[src/rtl/filter_decimate.sv]
// Streaming 2:1 horizontal luma decimator, kernel [1 3 3 1]/8 across beat boundaries.
// Define FILTER_DECIMATE_ROUND_EN to add the +4 rounding term; otherwise results truncate.
module filter_decimate #(
  parameter int unsigned PIX_W = 8,
  parameter int unsigned PIX_N = 8
) (
  input  logic                   clk,
  input  logic                   rst,
  input  logic [PIX_W*PIX_N-1:0] in_pix,
  input  logic                   in_valid,
  input  logic                   in_last,
  output logic                   in_ready,
  output logic [PIX_W*PIX_N-1:0] out_pix,
  output logic                   out_valid,
  output logic                   out_last,
  input  logic                   out_ready
);

  localparam int unsigned W  = PIX_W * PIX_N;
  localparam int unsigned SW = PIX_W + 3;

  typedef enum logic [1:0] {S_A, S_B, S_LOOK} state_e;

  state_e           state_q, state_d;
  logic [W-1:0]     a_q, a_d, b_q, b_d;
  logic [PIX_W-1:0] edge_q, edge_d;
  logic             ls_q, ls_d;
  logic             pend_q, pend_d;
  logic [W-1:0]     out_pix_q;
  logic             out_valid_q, out_last_q;

  logic             in_fire, emit, emit_last;
  logic [W-1:0]     fa, fb, filt;
  logic [PIX_W-1:0] pm1, p16;
  logic [PIX_W-1:0] px [2*PIX_N+2];
  logic [SW-1:0]    sum [PIX_N];

  assign in_ready  = (!out_valid_q || out_ready) && !pend_q;
  assign in_fire   = in_valid && in_ready;
  assign out_pix   = out_pix_q;
  assign out_valid = out_valid_q;
  assign out_last  = out_last_q;

  always_comb begin
    state_d   = state_q;
    a_d       = a_q;
    b_d       = b_q;
    edge_d    = edge_q;
    ls_d      = ls_q;
    pend_d    = pend_q;
    emit      = 1'b0;
    emit_last = 1'b0;
    fa        = a_q;
    fb        = b_q;
    pm1       = edge_q;
    p16       = b_q[W-1 -: PIX_W];
    if (pend_q) begin
      // Deferred odd-beat tail of a line whose final beat arrived as a look-ahead.
      if (!out_valid_q || out_ready) begin
        emit      = 1'b1;
        emit_last = 1'b1;
        fb        = {PIX_N{a_q[W-1 -: PIX_W]}};
        p16       = a_q[W-1 -: PIX_W];
        pend_d    = 1'b0;
        ls_d      = 1'b1;
        state_d   = S_A;
      end
    end else if (in_fire) begin
      case (state_q)
        S_A: begin
          a_d    = in_pix;
          ls_d   = 1'b0;
          // The left neighbour of the pair is fixed here so later states need no flag.
          pm1    = ls_q ? in_pix[PIX_W-1:0] : edge_q;
          edge_d = pm1;
          if (in_last) begin
            emit      = 1'b1;
            emit_last = 1'b1;
            fa        = in_pix;
            fb        = {PIX_N{in_pix[W-1 -: PIX_W]}};
            p16       = in_pix[W-1 -: PIX_W];
            ls_d      = 1'b1;
            state_d   = S_A;
          end else begin
            state_d = S_B;
          end
        end
        S_B: begin
          b_d = in_pix;
          if (in_last) begin
            emit      = 1'b1;
            emit_last = 1'b1;
            fb        = in_pix;
            p16       = in_pix[W-1 -: PIX_W];
            ls_d      = 1'b1;
            state_d   = S_A;
          end else begin
            state_d = S_LOOK;
          end
        end
        S_LOOK: begin
          emit   = 1'b1;
          p16    = in_pix[PIX_W-1:0];
          edge_d = b_q[W-1 -: PIX_W];
          a_d    = in_pix;
          if (in_last) begin
            pend_d  = 1'b1;
            state_d = S_A;
          end else begin
            state_d = S_B;
          end
        end
        default: state_d = S_A;
      endcase
    end
  end

  always_comb begin
    px[0]         = pm1;
    px[2*PIX_N+1] = p16;
    for (int unsigned i = 0; i < PIX_N; i++) begin
      px[i+1]       = fa[i*PIX_W +: PIX_W];
      px[i+1+PIX_N] = fb[i*PIX_W +: PIX_W];
    end
    filt = '0;
    for (int unsigned k = 0; k < PIX_N; k++) begin
      sum[k] = SW'(px[2*k]) + SW'(px[2*k+1]) * SW'(3)
             + SW'(px[2*k+2]) * SW'(3) + SW'(px[2*k+3]);
`ifdef FILTER_DECIMATE_ROUND_EN
      sum[k] = sum[k] + SW'(4);
`else
      sum[k] = sum[k];
`endif
      filt[k*PIX_W +: PIX_W] = sum[k][SW-1:3];
    end
  end

  always_ff @(posedge clk or posedge rst) begin
    if (rst) begin
      state_q     <= S_A;
      a_q         <= '0;
      b_q         <= '0;
      edge_q      <= '0;
      ls_q        <= 1'b1;
      pend_q      <= 1'b0;
      out_pix_q   <= '0;
      out_valid_q <= 1'b0;
      out_last_q  <= 1'b0;
    end else begin
      state_q <= state_d;
      a_q     <= a_d;
      b_q     <= b_d;
      edge_q  <= edge_d;
      ls_q    <= ls_d;
      pend_q  <= pend_d;
      if (emit) begin
        out_pix_q   <= filt;
        out_valid_q <= 1'b1;
        out_last_q  <= emit_last;
      end else if (out_ready) begin
        out_valid_q <= 1'b0;
      end
    end
  end

endmodule

[config.mk]
export PLATFORM = sky130hd
export DESIGN_NAME = filter_decimate
export DESIGN_NICKNAME = d
export VERILOG_FILES = /design/src/rtl/filter_decimate.sv
export SDC_FILE = /design/constraint.sdc
export NUM_CORES = 1
export LEC_CHECK = 0
export ABC_CLOCK_PERIOD_IN_PS = 19350
export CORE_MARGIN = 3
export CORE_UTILIZATION = 40
export DETAILED_ROUTE_END_ITERATION = 8
export HOLD_SLACK_MARGIN = 0.02
export SLEW_MARGIN = 30
export SYNTH_ARGS = -nofsm -noshare
export SYNTH_HDL_FRONTEND = slang
export SYNTH_SLANG_ARGS = --single-unit
export TNS_END_PERCENT = 50
[constraint.sdc]
create_clock -name clk -period 19.35 [get_ports clk]
set_clock_uncertainty 0.15 [all_clocks]
set_input_delay 2.9025 -clock clk [delete_from_list [all_inputs] [get_ports clk]]
set_output_delay 2.9025 -clock clk [all_outputs]
set_load 0.01 [all_outputs]
==> metrics, run 1 <==
Die Y about 230 um; CTS root buffer clkbuf_16; Reg clk slew, reported paths 0.06 ns; final worst-path cycle share between 40 and 50%; ys async rst share 100.0%; initial antenna violation count 1; first-pass GRT wire length a little over 90 mm; post-synthesis sequential area ratio 25.33%; CTS Buf Count 27; hold path cells 2; Fillers ~4700; synthesis-to-finish area growth 14.40%; MaxCap Viol Count 0; H-tree depth 1; relative slew slack 28.04%; Core ar. around 50000 sq um; Critical path origin in_last; top_reg_cell synth dfrtp_1; reg2reg start pend_q; PostCTS Resize Cnt 0; RSZ-0062 raised after global routing false; post-synth top area share around 25%; RePlAce Congestion about 0.9; Fin Setup TNS 0 ns; Hold Path Sink out_pix[53]; Syn Inst Count around 2000; r2r setup slk roughly 12 ns; Vias/cell 5.433; Clock Tree Buf Depth 3; Post-Route WL between 50 and 60 mm; setup bufs post-CTS 0; run status complete, no violations; Fmax achieved approximately 110 MHz; post-synthesis net count approximately 2400; met2 GRT Util a little under two fifths; met1 capacity usage during global routing 31.25%; drt drc 0; post-synthesis register bit count approximately 210; Tmin final 9.063 ns; Reg2Reg Depth 17; Initial Util a little over 40%; min-delay worst type register to register; WP data arrival between 9 and 10 ns; Final nets between 2000 and 3000; chip width between 200 and 250 um; DRT Pass-1 Iters 6; PortBufs around 140; kind of critical path primary input to register; Syn. warnings 0; Skew-Pair Late Insertion Delay between 0.5 and 0.6 ns; worst slew pin tran 1.068 ns; Final Hold Fails 0; Post-synth EDFFs 0; DR WL/cell 21.11 um; FP Rows 82; met3 usage 2.778%; GRT Total Usage approximately 23%; Distinct cells, synth 68; hold-fix buffers at CTS 0; die area roughly 54000 sq um; GRT Max-Usage Layer met2; Final HPWL DP approximately 46 mm; number of global-route vias before repair approximately 16000; CTS tree yes; Max Fanout on Critical Path 51; Cells after DPL roughly 2800; endpoint type of the worst setup path register; top post-synthesis cells by area dfrtp_1 (25%), fa_1 (20%), mux2_2 (8.2%), ha_1 (8.1%), inv_1 (6.2%); DRT iter0 DRCs roughly 1000; non-filler instance count after layout approximately 2800; FF-to-FF End out_pix[23]; final setup fails 0; Multi-input gate area ~13000 sq um; Critical Path RT between 15 and 20 ns; pin count of the biggest net entering global routing 76; Syn Std Cell Area 20350 sq um; Final ANT Viol Nets 0; most frequent cell after synthesis inv_1; share of layout cells above drive strength 1 about an eighth; IO Pins 136; Hold Crit Start out_pix[53]; Antenna diodes 0; Vias between 15000 and 20000; most instantiated cells after synthesis inv_1 (335), dfrtp_1 (205), fa_1 (204); grt ovf 0; register area 5161 sq um; CTS sink cnt a little over 200; mean post-synth cell area ~10 sq um; Final Slew Violations 0; Synth area leader dfrtp_1; startpoint types primary input
-- layout by cell type, fill, tap and decap left out, drive strengths merged, types with 14 or more instances in the layout --
cell           netlist  routed
inv                335     337
dfrtp              205     205
fa                 204     204
mux2               149     149
a21oi              137     137
clkdlybuf4s50        0     135
ha                 132     132
nand2               94      94
o21ai               85      85
nor2                77      77
mux2i               75      75
xor2                54      54
o21a                51      51
o211ai              48      48
clkbuf              29      36
a21o                32      32
nor2b               27      27
o31ai               22      22
nand3               20      20
buf                 65      20
xnor2               18      18
nor3                18      18
a21boi              15      15
o31a                14      14
o22ai               14      14
-- area by class of cell --
cell class              instances  area share [%]
multi-input cells            1402           57.92
flip-flops and latches        206           22.17
repair buffers                155           6.497
inverters                     335           5.433
well taps                     672           3.611
clock buffers                  36           3.262
clock inverters                14           1.112
-- layer usage --
| layer | part of all wire (%) | up-vias | routed length (um) |
|---|---|---|---|
| met1 | 45 | 7777 | 26690 |
| met2 | 47 | 394 | 28270 |
| met4 | 2.6 | 0 | 1524 |
| met3 | 5.1 | 72 | 3054 |
| met5 | 0 | - | 0 |
| li1 | - | 7079 | - |
-- critical path: stages --
cell and delay [ns]:
clkdlybuf4s50_1 0.46, buf_4 0.26, nor2b_2 0.40, nand4_4 0.30, nor2_4 0.51, buf_4 0.75, mux2_2 0.48, fa_1 0.55
inv_1 0.06, fa_1 0.55, fa_1 0.47, or2_2 0.34, fa_1 0.46, nor2b_1 0.18, o31a_1 0.20, o32ai_1 0.12
xor2_1 0.15, o21ai_0 0.09
-- stage by stage --
stage                     cell area [sq um]  hold WS, ns  setup slack, ns  util (%)
final                                 23280       0.3308            10.29     46.41
after floorplan                       20350       0.3267            10.68         -
after detailed placement              22260       0.3220            9.791     44.37
after global placement                22260       0.3177            9.877     44.36
after global routing                  23280       0.3609            9.941     46.41
after CTS                             23280       0.3381            10.36     46.40
-- kinds of logic after synthesis --
logic type	after synthesis	share of synthesized area (%)
AO/OA/AOI/OAI	485	16.18
XOR/XNOR	72	3.098
adder cells (fa/ha/maj)	336	28.18
buffers and inverters	429	8.520
flip-flops	206	25.33
multiplexers	224	11.93
AND/OR/NAND/NOR	285	6.756
-- how the worst max path moves through the flow --
stage                       end  slack (ns)  cells past startpoint
global route         out_pix[7]        9.94                     18
global placement     out_pix[7]        9.88                     18
finish              out_pix[23]       10.29                     18
CTS                  out_pix[7]       10.36                     18
floorplan                a_q[0]       10.68                      1
detailed placement   out_pix[7]        9.79                     18
-- registers in the layout, indices dropped and copies added (netlist names) --
signal and count:
a_q 64, b_q 64, edge_q 8, ls_q 1
out_last 1, out_pix 64, out_valid 1, pend_q 1
state_q 2
Power of run 1 is left out: the tool's default activity adds up to more than one toggle a clock period on the data nets, which glitch-free logic cannot reach.
==> run 2: changes to the inputs <==
ABC_CLOCK_PERIOD_IN_PS = 9000   (was 19350)
clock period = 9 ns   (was 19.35 ns; I/O delays follow)
==> metrics, run 2 (synthesized netlist as in run 1, its figures left out) <==
Hold WS 0.3296 ns (-0.001237 ns); Vias/cell 5.464 (+0.56%); kind of critical path primary input to register; Initial Util 40.57% (unchanged); DR WL/cell 21.67 um (+2.7%); WP data arrival 7.17 ns (-2.14 ns); CP Buf/Inv Count 5 (+1); hold-fix buffers at CTS 0 (unchanged); grt ovf 0 (unchanged); slowest cell delay on critical path 0.75 ns (about the same); initial antenna violation count 3 (+2); final setup fails 0 (unchanged); RSZ-0062 raised after global routing false; MaxCap Viol Count 0 (unchanged); chip width 231.6 um (unchanged); min-delay worst type register to register; commonest non-fill, non-tap cells in the layout inv_1 (334), fa_1 (204), dfrtp_1 (203); Fin Setup TNS 0 ns (unchanged); drt drc 0 (unchanged); PostCTS Resize Cnt 0 (unchanged); synthesis-to-finish area growth 14.22%; Final HPWL DP 47.38 mm (+2.4%); Clock Tree Buf Depth 3 (unchanged); final worst-path cycle share 76.64%; endpoint type of the worst setup path register; Antenna diodes 0 (unchanged); worst slew pin tran 0.9428 ns (-0.1253 ns); Critical Path RT 9.27 ns (-10.33 ns); worst-path cell chain clkdlybuf4s50_1, buf_4, nor2b_2, nand4_4, buf_4, nor2_1, a21oi_1, o21ai_0, ha_1, xor2_1, fa_1, inv_1, fa_1, inv_1, ha_1, nor2b_1, o31a_1, o32ai_1, xor2_1, a21oi_1; Slowest cell on crit path o21ai_0; run status complete, no violations; CTS sink cnt 206 (unchanged); Top Family by Delay on Critical Path adder cells; die area 53620 sq um (unchanged); Fmax achieved 145.0 MHz; Max Fanout on Critical Path 39 (-24%); H-tree depth 1 (unchanged); Die Y 231.6 um (unchanged); Tmin final between 6 and 7 ns; CTS Buf Count 26 (-3.7%); number of global-route vias before repair 16060 (+1.7%); CTS tree yes; Final Hold Fails 0 (unchanged); Reg clk slew, reported paths 0.06 ns (about the same); pin count of the biggest net entering global routing 72 (-5.3%); Final nets 2531 (-0.039%); setup bufs post-CTS 0 (unchanged); GRT Total Usage 23.15% (+0.62 points); first-pass GRT wire length 95.09 mm (+1.7%); IO Pins 136 (unchanged); DRT Pass-1 Iters 7 (+1); Core ar. 50170 sq um (unchanged); CTS root buffer clkbuf_16; commonest non-fill, non-tap cell in the layout inv_1; Post-Route WL 61.08 mm (+2.6%); Skew-Pair Late Insertion Delay 0.57 ns (about the same); Vias 15400 (+0.49%); Final ANT Viol Nets 0 (unchanged); relative slew slack 36.48% (+8.4 points); share of layout cells above drive strength 1 11.70% (-0.082 points); startpoint types primary input; PortBufs 135 (unchanged); DRT iter0 DRCs 1144 (+9.9%); Final Slew Violations 0 (unchanged); RePlAce Congestion 0.9007 (about the same); FP Rows 82 (unchanged)
[run 2: worst min-delay path, delay by kind of cell (launching register included)]
family,cells,cell delay [ns]
flops,1,0.34
compound gates,1,0.05
simple gates,1,0.05
[run 2: per-layer routing]
metal / routed length [um] / global-route usage, % / vias to the layer above
met5: 0 / 0 / -
met4: 2567 / 9.043 / 0
met3: 3935 / 3.798 / 123
met2: 28100 / 37.02 / 475
met1: 26480 / 31.53 / 7733
li1: - / - / 7066
[run 2: worst paths after layout]
| path | start | to | slack (ns) | cells after the start |
|---|---|---|---|---|
| setup / recovery | in_last | out_pix[55] | 2.10 | 20 |
| hold / removal | out_pix[35] | out_pix[35] | 0.33 | 2 |
| setup reg to reg | pend_q | out_pix[55] | 3.06 | 17 |
| hold reg to reg | out_pix[35] | out_pix[35] | 0.33 | 2 |
| max in group asynchronous | rst | a_q[30] | 6.46 | 3 |
| min in group asynchronous | rst | out_pix[59] | 1.09 | 2 |
[run 2: area by class of cell]
type | count | area (sq um)
repair buffers | 155 | 1521
fillers | 4706 | 26920
flip-flops and latches | 206 | 5161
inverters | 335 | 1265
well taps | 672 | 840.8
multi-input cells | 1402 | 13490
clock buffers | 35 | 745.7
clock inverters | 13 | 227.7
[run 2: through the flow]
step | worst slack, ns | instances | utilization, % | area, sq um
2_1_floorplan | 1.878 | 2037 | - | 20350
3_3_place_gp | 1.571 | 2770 | 44.38 | 22270
3_5_place_dp | 1.557 | 2770 | 44.38 | 22270
4_1_cts | 2.130 | 2818 | 46.32 | 23240
5_1_grt | 1.809 | 2818 | 46.34 | 23250
6_report | 2.103 | 2818 | 46.34 | 23250
Power of run 2 is left out for the same reason.
==> run 3: changes to the inputs <==
ABC_CLOCK_PERIOD_IN_PS = 6300   (was 9000)
clock period = 6.3 ns   (was 9 ns; I/O delays follow)
==> metrics, run 3 (synthesized netlist as in run 1, its figures left out) <==
Final Slew Violations 0 (unchanged); min-delay worst type register to register; number of global-route vias before repair 16280 (+1.4%); dpl ws 0.1169 ns (-1.441 ns); startpoint types primary input; final setup margin 0.6583 ns (-1.444 ns); WP data arrival 5.90 ns (-1.27 ns); grt ovf 0 (unchanged); Reg2Reg Depth 18 (+1); first-pass GRT wire length 96.22 mm (+1.2%); endpoint type of the worst setup path register; Initial Util 40.57% (unchanged); hold-fix buffers at CTS 0 (unchanged); Vias/cell 5.313 (-2.8%); Final HPWL DP 49.15 mm (+3.7%); Fin Setup TNS 0 ns (unchanged); final setup fails 0 (unchanged); register area 5161 sq um (unchanged); die area 53620 sq um (unchanged); Critical path origin in_last; CTS tree yes; PostCTS Resize Cnt 0 (unchanged); Core ar. 50170 sq um (unchanged); Skew-Pair Late Insertion Delay 0.59 ns (+0.02 ns); PortBufs 135 (unchanged); r2r setup slk 0.67 ns (-2.39 ns); Final Hold Fails 0 (unchanged); GRT Total Usage 23.28% (+0.13 points); final worst-path cycle share 89.55%; chip width 231.6 um (unchanged); Reg clk slew, reported paths 0.06 ns (about the same); Multi-input gate area 13490 sq um (unchanged); FP Rows 82 (unchanged); worst slew pin tran 0.9761 ns (+0.03328 ns); CTS root buffer clkbuf_16; Final ANT Viol Nets 0 (unchanged); Fmax achieved between 150 and 200 MHz; kind of critical path primary input to register; RePlAce Congestion 0.9155 (+1.6%); pin count of the biggest net entering global routing 91 (+26%); DRT Pass-1 Iters 5 (-2); Fillers 4697 (-0.19%); IO Pins 136 (unchanged); Hold Path Sink out_pix[30]; Hold Crit Start out_pix[30]; Clock Tree Buf Depth 3 (unchanged); Antenna diodes 0 (unchanged); hold path cells 2 (unchanged); Die Y 231.6 um (unchanged); initial antenna violation count 1 (-2); reg2reg start pend_q; CTS sink cnt 206 (unchanged); Placed Instance Area 23280 sq um (+4.6%); share of layout cells above drive strength 1 16.41% (+4.7 points); Final nets 2658 (+5.0%); Vias 15650 (+1.6%); Post-Route WL 61.41 mm (+0.53%); relative slew slack 34.70% (-1.8 points); H-tree depth 1 (unchanged); Critical Path RT 6.56 ns (-2.71 ns); MaxCap Viol Count 0 (unchanged); run status complete, no violations; Final Instance Area 24300 sq um (+4.5%); fin util 48.44% (+2.1 points); commonest non-fill, non-tap cells in the layout inv_1 (334), fa_1 (204), dfrtp_1 (203); setup bufs post-CTS 0 (unchanged); Tmin final about 5.6 ns; RSZ-0062 raised after global routing false; CTS Buf Count 28 (+7.7%); synthesis-to-finish area growth 19.40%; FF-to-FF End out_pix[47]; DR WL/cell 20.85 um (-3.8%); DRT iter0 DRCs 1167 (+2.0%); drt drc 0 (unchanged); commonest non-fill, non-tap cell in the layout inv_1; Max Fanout on Critical Path 64 (+64%)
==> run 3: cell types whose count changed in the layout (fill, tap and decap cells not counted), sizes merged <==
| cell | delta |
|---|---|
| clkinv | -2 |
| clkbuf | +6 |
| inv | -2 |
| buf | +125 |
==> run 3: per-layer routing <==
layer,global-route usage [%],routed length (um)
met1,31.47,26740
met2,38.51,28940
met3,3.724,3482
met4,7.184,2247
met5,0,0
==> run 3: critical path, stage by stage <==
cell,delay [ns]
clkdlybuf4s50_1,0.48
nor2b_2,0.21
nand4_4,0.16
buf_12,0.21
nor2_1,0.18
a21oi_1,0.05
o21ai_0,0.58
ha_1,0.38
xor2_1,0.19
fa_1,0.53
inv_1,0.05
fa_1,0.47
inv_1,0.04
ha_1,0.31
nor2b_1,0.16
o31a_1,0.28
o32ai_1,0.33
xor2_1,0.18
a21oi_1,0.08
==> run 3: worst max path at each step <==
stage | depth (start not counted) | endpoint | slack (ns)
2_1_floorplan | 19 | out_pix[7] | 0.73
3_3_place_gp | 19 | out_pix[47] | 0.16
3_5_place_dp | 18 | out_pix[38] | 0.12
4_1_cts | 18 | out_pix[47] | 0.69
5_1_grt | 18 | out_pix[38] | 0.40
6_report | 19 | out_pix[55] | 0.66
==> run 3: layout make-up <==
| class | instances | area share, % |
|---|---|---|
| Inverter | 335 | 5.190 |
| Tap cell | 672 | 3.460 |
| Sequential cell | 206 | 21.24 |
| Clock buffer | 41 | 3.249 |
| Multi-Input combinational cell | 1402 | 55.50 |
| Clock inverter | 9 | 0.9165 |
| Timing Repair Buffer | 280 | 10.45 |
==> run 3: metrics by stage <==
stage / std cells / hold slack (ns)
after floorplan: 2037 / 0.3267
after global placement: 2894 / 0.3205
after detailed placement: 2895 / 0.3193
after CTS: 2945 / 0.3318
after global routing: 2945 / 0.3563
final: 2945 / 0.3232
Power of run 3 is left out for the same reason.
